## config.mk

```make
export PLATFORM = sky130hd
export DESIGN_NAME = id_fetch_ctrl
export DESIGN_NICKNAME = d
export VERILOG_FILES = /design/src/rtl/id_fetch_ctrl_pkg.sv /design/src/rtl/id_fetch_ctrl_branch_resolve.sv /design/src/rtl/id_fetch_ctrl.sv
export SDC_FILE = /design/constraint.sdc
export NUM_CORES = 1
export LEC_CHECK = 0
export ABC_CLOCK_PERIOD_IN_PS = 2400
export CORE_MARGIN = 2
export CORE_UTILIZATION = 35
export CTS_CLUSTER_DIAMETER = 40
export DETAILED_ROUTE_END_ITERATION = 8
export GPL_TIMING_DRIVEN = 0
export PLACE_DENSITY = 0.73
export RECOVER_POWER = 100
export SETUP_SLACK_MARGIN = 0.2
export SYNTH_ARGS = -nofsm -noshare
export SYNTH_HDL_FRONTEND = slang
export SYNTH_SLANG_ARGS = --single-unit
```

## constraint.sdc

```tcl
create_clock -name clk -period 2.4 [get_ports clk]
set_input_delay 0.24 -clock clk [delete_from_list [all_inputs] [get_ports clk]]
set_output_delay 0.24 -clock clk [all_outputs]
set_load 0.01 [all_outputs]
```

## src/rtl/id_fetch_ctrl_pkg.sv

```systemverilog
`default_nettype none
// =============================================================================
// Module      : id_fetch_ctrl_pkg
// Description : Opcodes, instruction field decode and defaults for the IF/ID latch.
// Revision    : 1.0 - initial release
// =============================================================================
package id_fetch_ctrl_pkg;

  localparam int DEF_WIDTH = 32;
  localparam int DEF_CNT_W = 16;

  typedef enum logic [5:0] {
    OP_J   = 6'h02,
    OP_BEQ = 6'h04,
    OP_BNE = 6'h05,
    OP_LW  = 6'h23
  } opcode_e;

  typedef struct packed {
    logic [5:0]  op;
    logic [4:0]  rs;
    logic [4:0]  rt;
    logic [15:0] imm;
    logic [25:0] jidx;
  } instr_t;

  function automatic instr_t decode(input logic [31:0] ir);
    instr_t f;
    f.op   = ir[31:26];
    f.rs   = ir[25:21];
    f.rt   = ir[20:16];
    f.imm  = ir[15:0];
    f.jidx = ir[25:0];
    return f;
  endfunction

endpackage
`default_nettype wire

```

## src/rtl/id_fetch_ctrl_branch_resolve.sv

```systemverilog
`default_nettype none
// =============================================================================
// Module      : id_fetch_ctrl_branch_resolve
// Description : Combinational BEQ/BNE/J decision and word-address target.
// Revision    : 1.0 - initial release
// =============================================================================
module id_fetch_ctrl_branch_resolve
  import id_fetch_ctrl_pkg::*;
#(
  parameter int WIDTH = DEF_WIDTH
) (
  input  logic [5:0]       op,
  input  logic [15:0]      imm,
  input  logic [25:0]      jidx,
  input  logic [WIDTH-3:0] id_pc,
  input  logic [WIDTH-1:0] rs_data,
  input  logic [WIDTH-1:0] rt_data,
  output logic             taken,
  output logic [WIDTH-3:0] target
);

  localparam int PC_W = WIDTH - 2;

  logic [PC_W-1:0] imm_sext;
  logic [PC_W-1:0] seq_pc;

  always_comb begin
    imm_sext = {{(PC_W-16){imm[15]}}, imm};
    seq_pc   = id_pc + PC_W'(1);
    taken    = 1'b0;
    target   = '0;
    case (op)
      OP_BEQ: begin
        taken  = (rs_data == rt_data);
        target = seq_pc + imm_sext;
      end
      OP_BNE: begin
        taken  = (rs_data != rt_data);
        target = seq_pc + imm_sext;
      end
      OP_J: begin
        taken  = 1'b1;
        target = {id_pc[PC_W-1:26], jidx};
      end
      default: begin
        taken  = 1'b0;
        target = '0;
      end
    endcase
  end

endmodule
`default_nettype wire

```

## src/rtl/id_fetch_ctrl.sv

```systemverilog
`default_nettype none
// =============================================================================
// Module      : id_fetch_ctrl
// Description : IF/ID latch with hazard stall and branch redirect back to fetch.
//               Optional STALL_CNT_EN adds saturating stall/flush counters.
// Revision    : 1.0 - initial release
// =============================================================================
module id_fetch_ctrl
  import id_fetch_ctrl_pkg::*;
#(
  parameter int WIDTH = DEF_WIDTH
`ifdef STALL_CNT_EN
  , parameter int CNT_W = DEF_CNT_W
`endif
) (
  input  logic             clk,
  input  logic             rst_n,
  input  logic [WIDTH-3:0] if_pc,
  input  logic [WIDTH-1:0] if_ir,
  output logic             is_stall,
  output logic             is_branch,
  output logic [WIDTH-3:0] branch_addr,
  output logic [4:0]       rs_addr,
  output logic [4:0]       rt_addr,
  input  logic [WIDTH-1:0] rs_data,
  input  logic [WIDTH-1:0] rt_data,
  input  logic             ex_valid,
  input  logic             ex_wr_en,
  input  logic             ex_is_load,
  input  logic [4:0]       ex_rd,
  output logic [WIDTH-3:0] id_pc,
  output logic [WIDTH-1:0] id_ir,
  output logic             id_valid
`ifdef STALL_CNT_EN
  , output logic [CNT_W-1:0] stall_cycles
  , output logic [CNT_W-1:0] flush_count
`endif
);

  logic [WIDTH-3:0] id_pc_q, id_pc_d;
  logic [WIDTH-1:0] id_ir_q, id_ir_d;
  logic             id_valid_q, id_valid_d;

  instr_t           f;
  logic             is_cond_br;
  logic             rd_live;
  logic             load_use;
  logic             br_operand;
  logic             br_taken;
  logic [WIDTH-3:0] br_target;

  assign f          = decode(id_ir_q[31:0]);
  assign is_cond_br = (f.op == OP_BEQ) || (f.op == OP_BNE);

  // ID compares operands itself, so any in-flight writer of a branch source stalls.
  assign rd_live    = ex_valid && (ex_rd != 5'd0);
  assign load_use   = ex_is_load && ((ex_rd == f.rs) || ((ex_rd == f.rt) && is_cond_br));
  assign br_operand = is_cond_br && ex_wr_en && ((ex_rd == f.rs) || (ex_rd == f.rt));
  assign is_stall   = rd_live && (load_use || br_operand);

  id_fetch_ctrl_branch_resolve #(
    .WIDTH (WIDTH)
  ) u_branch_resolve (
    .op      (f.op),
    .imm     (f.imm),
    .jidx    (f.jidx),
    .id_pc   (id_pc_q),
    .rs_data (rs_data),
    .rt_data (rt_data),
    .taken   (br_taken),
    .target  (br_target)
  );

  assign is_branch   = !is_stall && id_valid_q && br_taken;
  assign branch_addr = is_branch ? br_target : '0;

  assign rs_addr  = f.rs;
  assign rt_addr  = f.rt;
  assign id_pc    = id_pc_q;
  assign id_ir    = id_ir_q;
  assign id_valid = id_valid_q && !is_stall;

  always_comb begin
    id_pc_d    = id_pc_q;
    id_ir_d    = id_ir_q;
    id_valid_d = id_valid_q;
    if (is_stall) begin
      id_pc_d    = id_pc_q;
      id_ir_d    = id_ir_q;
      id_valid_d = id_valid_q;
    end else if (is_branch) begin
      id_ir_d    = '0;
      id_valid_d = 1'b0;
    end else begin
      id_pc_d    = if_pc;
      id_ir_d    = if_ir;
      id_valid_d = 1'b1;
    end
  end

  always_ff @(posedge clk or negedge rst_n) begin
    if (!rst_n) begin
      id_pc_q    <= '0;
      id_ir_q    <= '0;
      id_valid_q <= 1'b0;
    end else begin
      id_pc_q    <= id_pc_d;
      id_ir_q    <= id_ir_d;
      id_valid_q <= id_valid_d;
    end
  end

`ifdef STALL_CNT_EN
  logic [CNT_W-1:0] stall_cycles_q, stall_cycles_d;
  logic [CNT_W-1:0] flush_count_q,  flush_count_d;

  always_comb begin
    stall_cycles_d = stall_cycles_q;
    flush_count_d  = flush_count_q;
    if (is_stall && (stall_cycles_q != '1)) stall_cycles_d = stall_cycles_q + CNT_W'(1);
    if (is_branch && (flush_count_q != '1)) flush_count_d = flush_count_q + CNT_W'(1);
  end

  always_ff @(posedge clk or negedge rst_n) begin
    if (!rst_n) begin
      stall_cycles_q <= '0;
      flush_count_q  <= '0;
    end else begin
      stall_cycles_q <= stall_cycles_d;
      flush_count_q  <= flush_count_d;
    end
  end

  assign stall_cycles = stall_cycles_q;
  assign flush_count  = flush_count_q;
`endif

endmodule
`default_nettype wire
```

# Word level (Yosys, flattened, before mapping)

Index checks and enable logic that the tools add are counted.

Muxes and demuxes: 5
Add/subtract/negate cells: 2
Reductions and logical operators: 16
Bitwise logic cells: 2
Equality and inequality tests: 7

Operator list:

| cell                  | count |
|---|---|
| $pmux 30 s2           | 1 |
| $eq 32x32->1          | 1 |
| $mux 32               | 1 |
| $ne 32x32->1          | 1 |
| $add 30x1->30 const B | 1 |
| $add 30x30->30        | 1 |
| $mux 30               | 1 |
| $eq 6x3->1 const B    | 2 |
| $eq 5x5->1            | 2 |
| $logic_and 1x1->1     | 8 |
| $eq 6x2->1 const B    | 1 |
| $reduce_bool 5->1     | 1 |
| $logic_or 1x1->1      | 4 |
| $pmux 1 s3            | 1 |
| $not 1->1             | 2 |
| $reduce_and 2->1      | 1 |
| $reduce_or 2->1       | 1 |
| $logic_not 1->1       | 1 |
| $mux 1                | 1 |

Input bits: 136
Register bits: 63

# Depth between registers and ports, before layout

Gate-level depths: netlist (run 1).

Word-level depth: 12
Mapped depth: 12

# Modules after synthesis

Synthesis (run 1) repeated with hierarchy kept, for this count alone.

Cells, all modules: 596
Area, all modules: 5052.3 sq um

Modules (own cells, without submodules):

| module                       | area an instance (sq um) | instances | seq. area each (sq um) | cells each |
|---|---|---|---|---|
| id_fetch_ctrl                | 2844.0                   | 1         | 1576.5                 | 271 |
| id_fetch_ctrl_branch_resolve | 2208.4                   | 1         | 0.0                    | 325 |

# Least setup slack after synthesis (run 1)

OpenSTA, ideal clock, no wires.

Kind: register to output
From: reg id_ir_q[0] (netlist: id_ir[0])
To: out branch_addr[24]
Cell stages (with the launch flop): 12
Path slack: -432 ps
Arrival time: 2592 ps
Required time: 2160 ps
Cells stage by stage: dfrtp_1 -> inv_1 -> ha_1 -> fa_1 -> nor2b_1 -> o21a_1 -> o21ai_0 -> a211o_1 -> nand4_1 -> nand4_1 -> a211o_1 -> a31oi_1

Longest elaborated chain between the ends: 3

Ends and longest elaborated chain:

| item                   | RTL line                                                               | text |
|---|---|---|
| start, declared        | id_fetch_ctrl.sv:41                                                    | `logic [WIDTH-1:0] id_ir_q, id_ir_d;` |
| start signal, assigned | id_fetch_ctrl.sv:108                                                   | `id_ir_q <= id_ir_d;` |
| $add 30x30->30         | id_fetch_ctrl_branch_resolve.sv:35, id_fetch_ctrl_branch_resolve.sv:39 |  |
| $pmux 30 s2            | id_fetch_ctrl_branch_resolve.sv:32                                     | `case (op)` |
| $mux 30                | id_fetch_ctrl.sv:75                                                    | `assign branch_addr = is_branch ? br_target : '0;` |
| end, declared          | id_fetch_ctrl.sv:22                                                    | `output logic [WIDTH-3:0] branch_addr,` |

No other way between the ends.

# Worst setup path after layout (run 1)

From: reg id_pc_q[0] (netlist: id_pc[0])
To: out branch_addr[12]

Longest elaborated chain between the ends: 4

Ends and longest elaborated chain:

| item                   | RTL line                                                               | text |
|---|---|---|
| start, declared        | id_fetch_ctrl.sv:40                                                    | `logic [WIDTH-3:0] id_pc_q, id_pc_d;` |
| start signal, assigned | id_fetch_ctrl.sv:107                                                   | `id_pc_q <= id_pc_d;` |
| $add 30x1->30          | id_fetch_ctrl_branch_resolve.sv:29                                     | `seq_pc = id_pc + PC_W'(1);` |
| $add 30x30->30         | id_fetch_ctrl_branch_resolve.sv:35, id_fetch_ctrl_branch_resolve.sv:39 |  |
| $pmux 30 s2            | id_fetch_ctrl_branch_resolve.sv:32                                     |  |
| $mux 30                | id_fetch_ctrl.sv:75                                                    |  |

No other way between the ends.

==> results.json, run 1 <==
{
  "top_layer_used": "met4",
  "grt_max_degree": 38,
  "cap_violations": 1,
  "synth.mux.area_fraction_pct": 7.35,
  "hpwl_mm": 16.4,
  "max_slew_margin_pct": -7.12,
  "dr_wl_met2_mm": 11.2,
  "synth_top_family_by_area": "compound AO/OA/AOI/OAI gates",
  "ys_ff_latch": 63,
  "dieArea_sq_um": 15700,
  "vdd_drop_max_uv": 357,
  "synthTopCellsByArea": "dfrtp_1 31%, xnor2_1 7.5%, ha_1 7.1%",
  "postPlaceCellArea_sq_um": 8350,
  "grt_pass1_vias": 6341,
  "postLayoutCellArea_sq_um": 9870,
  "wl_per_cell_um": 20.3,
  "firstDrtPassIters": 4,
  "setup_viol": 93,
  "crit_arrival_ns": 3.04,
  "r2r_slack_ns": -0.43,
  "area_delta_synth_final_pct": 91.9,
  "cts_tree": "yes",
  "final.min_clock_period_ns": 3.28,
  "routed_wl_mm": 22.7,
  "start_util_pct": 35.7,
  "p_total_w": 0.00431,
  "rsz0062_at_grt": "yes",
  "cp_max_fo": 3,
  "synth_nets": 768,
  "synth_xor_area_share_pct": 9.37,
  "worstPathCellList": "inv_2 > ha_4 > fa_2 > nor2b_2 > o21a_1 > o21ai_4 > a211o_1 > buf_6 > nand3b_1 > a21oi_2 > or3_4 > a31oi_4 > buf_2",
  "max_clock_freq_mhz": 305,
  "ant_nets": 0,
  "io_buffers": 240,
  "hold_viol": 0,
  "clkSlewWorstSetupHoldPaths_ns": 0.06,
  "synth_simple_gate_area_share_pct": 18.3,
  "outcome": "finished, violations left",
  "clockBufferDepth": 2,
  "synth_compound_area_share_pct": 21.0,
  "synth_top_area_share_pct": 30.7,
  "synth_area_sq_um": 5140,
  "cp.required_ns": 2.16,
  "finalMaxSlewViolations": 28,
  "cts.sinks": 63,
  "period_share_pct": 137,
  "path_class": "flip-flop to output pin",
  "postSynthCellCount": 602,
  "drive_gt1_share_pct": 35.1,
  "die_h_um": 125,
  "setup_ws_ns": -0.881,
  "dieWidth_um": 125,
  "cpPeakStageDelay_ns": 0.38,
  "drc": 0,
  "vias_per_cell": 5.42,
  "syn_area_per_cell_sq_um": 8.54,
  "core_area_sq_um": 14400,
  "whs_ns": 0.430,
  "synth_edf_count": 0,
  "ys_seq_area_share_pct": 30.7,
  "htreeDepth": 3,
  "boundaryPins": 241,
  "async_flop_share_pct": 100,
  "drt-met1-wl_mm": 9.37,
  "final_core_util_pct": 68.4,
  "synth_ff_type": "dfrtp_1",
  "grt_usage_pct": 28.3,
  "grt_pass1_wl_mm": 34.7,
  "cts_made_buffers": 9,
  "crit_path_end_kind": "output pin",
  "num-nets-final": 1095,
  "yosysTopAreaCell": "dfrtp_1",
  "hp-class": "input pin to flip-flop",
  "yosysWarnings": 0,
  "leakagePower_nw": 4.09,
  "synth_fa_ha_area_share_pct": 7.45,
  "antenna_found_initial": 0,
  "tightest_slew_ns": 1.61,
  "startpoint_type": "flip-flop",
  "finalClockSkew_ns": 0.00569,
  "wl_met3_mm": 1.40,
  "num_rows": 44,
  "clk_latency_ns": 0.35,
  "failed_checks": "capacitance limit, slew limit, setup timing",
  "vias": 6059,
  "cts-root-buf": "clkbuf_16",
  "num_antenna_cells": 0,
  "crit_slowest_cell": "dfrtp_1",
  "synth.distinct_cells": 59,
  "drtIter0Drc": 384,
  "place_congestion": 0.900,
  "power_density_nw_per_um2": 436,
  "gr-total-overflow": 0
}
-- cell usage in the layout (no fill, tap or decap), types with 16 or more instances in the layout --
master,n
dfrtp_1,59
clkdlybuf4s50_1,136
a21oi_2,18
buf_2,18
nand2_2,22
nor2_1,21
nand2_1,69
o21ai_1,29
a21oi_1,16
buf_6,32
xnor2_1,44
mux2_4,30
buf_4,52
dlygate4sd3_1,71
-- worst max-delay path, delay by kind of cell, from the launching register on --
kind                       cells  cell delay (ns)
AOI/OAI and AO/OA              5             0.80
and+or+nand+nor                3             0.61
adders and majority gates      2             0.53
DFF                            1             0.38
buffers and inverters          3             0.36
-- final timing paths --
| path | start | to | depth (start not counted) |
|---|---|---|---|
| max in group asynchronous | rst_n | id_ir[6]$_DFFE_PN0N_ | 3 |
| setup / recovery | id_pc[0]$_DFFE_PN0P_ | branch_addr[12] | 13 |
| hold reg to reg | id_ir[30]$_DFFE_PN0N_ | id_ir[30]$_DFFE_PN0N_ | 2 |
| min in group asynchronous | rst_n | id_pc[3]$_DFFE_PN0P_ | 2 |
| setup reg to reg | id_ir[29]$_DFFE_PN0N_ | id_pc[16]$_DFFE_PN0P_ | 14 |
| hold / removal | if_ir[14] | id_ir[14]$_DFFE_PN0N_ | 3 |
-- layer usage --
metal	GRT usage (%)	vias to the layer above
li1	-	2830
met2	48.4	262
met1	34.8	2926
met3	5.61	41
met4	11.8	0
met5	0	-
-- Yosys cell counts, types with 11 or more instances --
master / instances
o21ai_1: 25
nand3_1: 13
a21oi_1: 37
dfrtp_1: 63
buf_4: 11
clkbuf_1: 18
nand4_1: 15
a22oi_1: 13
nand2_1: 91
nor2_1: 38
a21o_1: 14
ha_1: 29
xnor2_1: 44
xor2_1: 11
mux2_1: 30
o21ai_0: 24
-- state kept, by name (all words and copies together), names as in the netlist --
signal / flops
id_ir: 32
id_pc: 30
id_valid_q: 1
-- final cells by class --
class | instances | area [sq um]
sequential | 63 | 1580
clock inverter | 6 | 45.0
multi-input combinational | 488 | 4130
inverter | 10 | 57.6
timing repair buffer | 316 | 3130
fill | 1144 | 4560
clock buffer | 10 | 239
tap | 184 | 230
buffer | 41 | 445
-- per-stage QoR --
step / setup TNS (ns) / worst slack, ns / instances
floorplan: -0.800 / -0.187 / 602
global placement: -96.70 / -1.34 / 1026
detailed placement: -38.97 / -1.04 / 1027
CTS: -26.11 / -0.889 / 1107
global route: -53.90 / -0.978 / 1118
finish: -38.97 / -0.881 / 1118
-- power by group --
group	switching, W	total, W	internal, W
clock	0.000535	0.00126	0.000730
combinational	0.000812	0.00178	0.000973
sequential	0.000117	0.00126	0.00114
-- cells by family (layout without fill, tap and decap cells) --
logic type	count (synthesis)	count (layout)
AOI/OAI and AO/OA	166	166
xor gates and xnor gates	55	55
adders and majority gates	30	30
buffers and inverters	51	383
DFF	63	63
muxes	34	34
and+or+nand+nor	203	203
-- what timing repair did --
item                                    in CTS  in global routing
gates cloned                                 6                  0
hold endpoints to repair                    26                  0
setup buffers                               57                 11
endpoints found under the setup margin      96                 96
pin swaps                                   41                 24
hold buffers                                 1                  0
resized for setup                          250                 45
Power figures use the tool's default switching activity.
==> inputs of run 2 (changes only) <==
--- a/config.mk
+++ b/config.mk
@@ -6,5 +6,5 @@
 export NUM_CORES = 1
 export LEC_CHECK = 0
-export ABC_CLOCK_PERIOD_IN_PS = 2400
+export ABC_AREA = 1
 export CORE_MARGIN = 2
 export CORE_UTILIZATION = 35
@@ -12,5 +12,5 @@
 export DETAILED_ROUTE_END_ITERATION = 8
 export GPL_TIMING_DRIVEN = 0
-export PLACE_DENSITY = 0.73
+export PLACE_DENSITY = 0.7
 export RECOVER_POWER = 100
 export SETUP_SLACK_MARGIN = 0.2
==> constraint.sdc (replaced) <==
create_clock -name clk -period 2.4 [get_ports clk]
set_input_delay 0.36 -clock clk [delete_from_list [all_inputs] [get_ports clk]]
set_output_delay 0.36 -clock clk [all_outputs]
set_load 0.01 [all_outputs]
==> run 2 against run 1 <==
Compared with the run above:
- critical path type unchanged
- clock power grew 17%
- the flow still finishes with violations (capacitance limit, slew limit, setup timing)
- sequential share of layout area shrank 1.7 points
- clock skew up 0.0018 ns
- total power grew 17%
- largest power group unchanged
- sequential cell count did not move
- design area up 13%
- via count up 29%
- synthesized cell count rose by 57%
- cell count rose by 36%
- die area rose by 12%
- routed wire length grew 16%
==> results.json, run 2 <==
{
  "finalClockSkew_ns": 0.00745,
  "yosysMostFrequentCell": "nand2_1",
  "synth_edf_count": 0,
  "failed_checks": "capacitance limit, slew limit, setup timing",
  "setup_viol": 31,
  "area_delta_synth_final_pct": 92.4,
  "synth_common_cells": "355 x nand2_1, 109 x nand3_1, 98 x inv_1, 77 x nor2_1, 69 x a21oi_1",
  "place_congestion": 0.959,
  "drive_gt1_share_pct": 34.9,
  "power_density_nw_per_um2": 450,
  "synth_nets": 1110,
  "cts.sinks": 63,
  "hpwl_mm": 17.2,
  "worstPathCellList": "ha_4 > buf_6 > a21oi_4 > o21ai_2 > nand2_1 > nand3b_1 > buf_4 > nand2_1 > a21oi_1 > nor2_1 > nor2_1 > nor2_1 > buf_2",
  "crit_slowest_cell": "dfrtp_1",
  "antenna_found_initial": 0,
  "yosysTopAreaCell": "dfrtp_1",
  "synth_simple_gate_area_share_pct": 42.1,
  "crit_path_end_kind": "output pin",
  "startpoint_type": "flip-flop",
  "outcome": "finished, violations left",
  "vias_per_cell": 5.16,
  "die_h_um": 133,
  "whs_ns": 0.417,
  "hp-class": "input pin to async pin",
  "tightest_slew_ns": 1.60,
  "cp_max_fo": 5,
  "layout_common_cells": "303 x nand2_1, 93 x clkdlybuf4s50_1, 83 x inv_1",
  "yosysWarnings": 0,
  "final_core_util_pct": 68.1,
  "firstDrtPassIters": 7,
  "synth.mux.area_fraction_pct": 0,
  "start_util_pct": 35.4,
  "syn_area_per_cell_sq_um": 6.15,
  "final.min_clock_period_ns": 3.00,
  "grt_pass1_wl_mm": 37.9,
  "timing.rr.end": "id_ir[4]$_DFFE_PN0N_",
  "wl_per_cell_um": 17.4,
  "postSynthCellCount": 944,
  "cts_made_buffers": 9,
  "grt_max_degree": 64,
  "ant_nets": 0,
  "crit_arrival_ns": 2.64,
  "reg2reg_from": "id_ir[16]$_DFFE_PN0N_",
  "routed_wl_mm": 26.4,
  "leakagePower_nw": 5.25,
  "dieArea_sq_um": 17600,
  "grt_usage_pct": 27.3,
  "period_share_pct": 125,
  "async_flop_share_pct": 100,
  "vias": 7839,
  "num_antenna_cells": 0,
  "cp.required_ns": 2.04,
  "synth_area_sq_um": 5810,
  "cap_violations": 1,
  "largest_register_ffs": 32,
  "fin_cells": 1518,
  "boundaryPins": 241,
  "holdBufCountCts": 0,
  "synthTopCellsByArea": "dfrtp_1 27%, nand2_1 23%, nand3_1 9.4%",
  "cpPeakStageDelay_ns": 0.41,
  "grt_pass1_vias": 7300,
  "max_clock_freq_mhz": 333,
  "cp-startpoint": "id_ir[4]$_DFFE_PN0N_",
  "cts_tree": "yes",
  "synth_top_family_by_area": "simple AND/OR/NAND/NOR gates",
  "cts-root-buf": "clkbuf_16",
  "ys_ff_latch": 63,
  "num-nets-final": 1459,
  "r2r_slack_ns": 0.24,
  "clkSlewWorstSetupHoldPaths_ns": 0.06,
  "path_class": "flip-flop to output pin",
  "gr-total-overflow": 0,
  "dieWidth_um": 133,
  "max_slew_margin_pct": -6.62,
  "setup_ws_ns": -0.604,
  "clk_latency_ns": 0.36,
  "num_rows": 47,
  "clockBufferDepth": 2,
  "final_common_cell": "nand2_1",
  "reg2reg_depth": 15,
  "io_buffers": 240,
  "synth_ff_type": "dfrtp_1",
  "core_area_sq_um": 16400,
  "htreeDepth": 3,
  "rsz0062_at_grt": "yes",
  "cpMostUsedCell": "nor2_1",
  "dp_cells": 1404,
  "synth_top_area_share_pct": 27.2,
  "synth_compound_area_share_pct": 9.25,
  "drtIter0Drc": 698,
  "synth_xor_area_share_pct": 4.38,
  "drc": 0,
  "synth_fa_ha_area_share_pct": 6.59,
  "finalMaxSlewViolations": 64,
  "vdd_drop_max_uv": 340,
  "synth.distinct_cells": 33,
  "setup-tns-final_ns": -11.39,
  "ys_seq_area_share_pct": 27.2,
  "hold_viol": 0
}
run 2: cell types whose count changed after synthesis, sizes merged, moves of 9 or more:
cell | before | now
mux2 | 30 | 0
xnor2 | 44 | 20
a22oi | 13 | 3
nand3 | 13 | 110
nand2 | 92 | 357
a21oi | 37 | 69
inv | 9 | 102
nor2 | 39 | 80
a21o | 15 | 0
a31oi | 9 | 0
and3 | 9 | 0
nand4 | 15 | 5
o21ai | 49 | 26
run 2: critical path, delay by kind of cell, from the launching register on:
kind                       cells  cell delay (ns)
AOI/OAI and AO/OA              3             0.35
and+or+nand+nor                6             0.72
buffers and inverters          3             0.52
DFF                            1             0.41
adders and majority gates      1             0.28
run 2: cell type report:
type                    instances  area (sq um)
clock buffers                  12           256
inverters                     102           410
plain buffers                  36           303
well taps                     220           275
repair buffers                338          3100
flip-flops and latches         63          1600
multi-input cells             743          5150
fillers                      1303          5240
clock inverters                 4          77.6
run 2: power breakdown:
part | internal [W] | switching, W | total (W)
registers | 0.00115 | 0.000117 | 0.00126
logic | 0.00109 | 0.00120 | 0.00229
clock network | 0.000968 | 0.000502 | 0.00147
total | 0.00320 | 0.00182 | 0.00502
run 2: kinds of logic (layout without fill, tap and decap cells):
| group | count (synthesis) | in the layout |
|---|---|---|
| AO/OA/AOI/OAI | 103 | 103 |
| XOR/XNOR | 29 | 29 |
| adder cells (fa/ha/maj) | 30 | 30 |
| buffers and inverters | 138 | 492 |
| flip-flops | 63 | 63 |
| AND/OR/NAND/NOR | 581 | 581 |
run 2: per-stage QoR:
| step | power, W | instance area [sq um] | worst slack [ns] |
|---|---|---|---|
| after floorplan | 0.00203 | 5870 | 0.152 |
| after global placement | 0.00269 | 8550 | -1.38 |
| after detailed placement | 0.00271 | 8550 | -0.996 |
| after CTS | 0.00458 | 10200 | -0.552 |
| after global routing | 0.00524 | 11200 | -0.768 |
| final | 0.00502 | 11200 | -0.604 |
run 2: layer usage:
metal / routed length, um / up-vias / global-route usage, %
met5: 0 / - / 0
met4: 1070 / 0 / 10.2
met3: 1990 / 91 / 6.40
met2: 12900 / 398 / 46.3
met1: 10500 / 3621 / 33.6
li1: - / 3729 / -
run 2: timing repair:
action	CTS	global route
buffers inserted	69	27
gates cloned	1	1
endpoints found under the setup margin	96	69
gates resized for setup	414	204
pin swaps	70	75
hold endpoints to repair	0	0
run 2: worst max-delay path by stage:
stage | endpoint | slack, ns | depth (start not counted)
detailed placement | branch_addr[0] | -1.0 | 13
CTS | branch_addr[25] | -0.55 | 13
global route | branch_addr[27] | -0.77 | 14
global placement | id_ir[15]$_DFFE_PN0N_ | -1.38 | 1
finish | branch_addr[27] | -0.60 | 13
floorplan | branch_addr[24] | 0.15 | 12
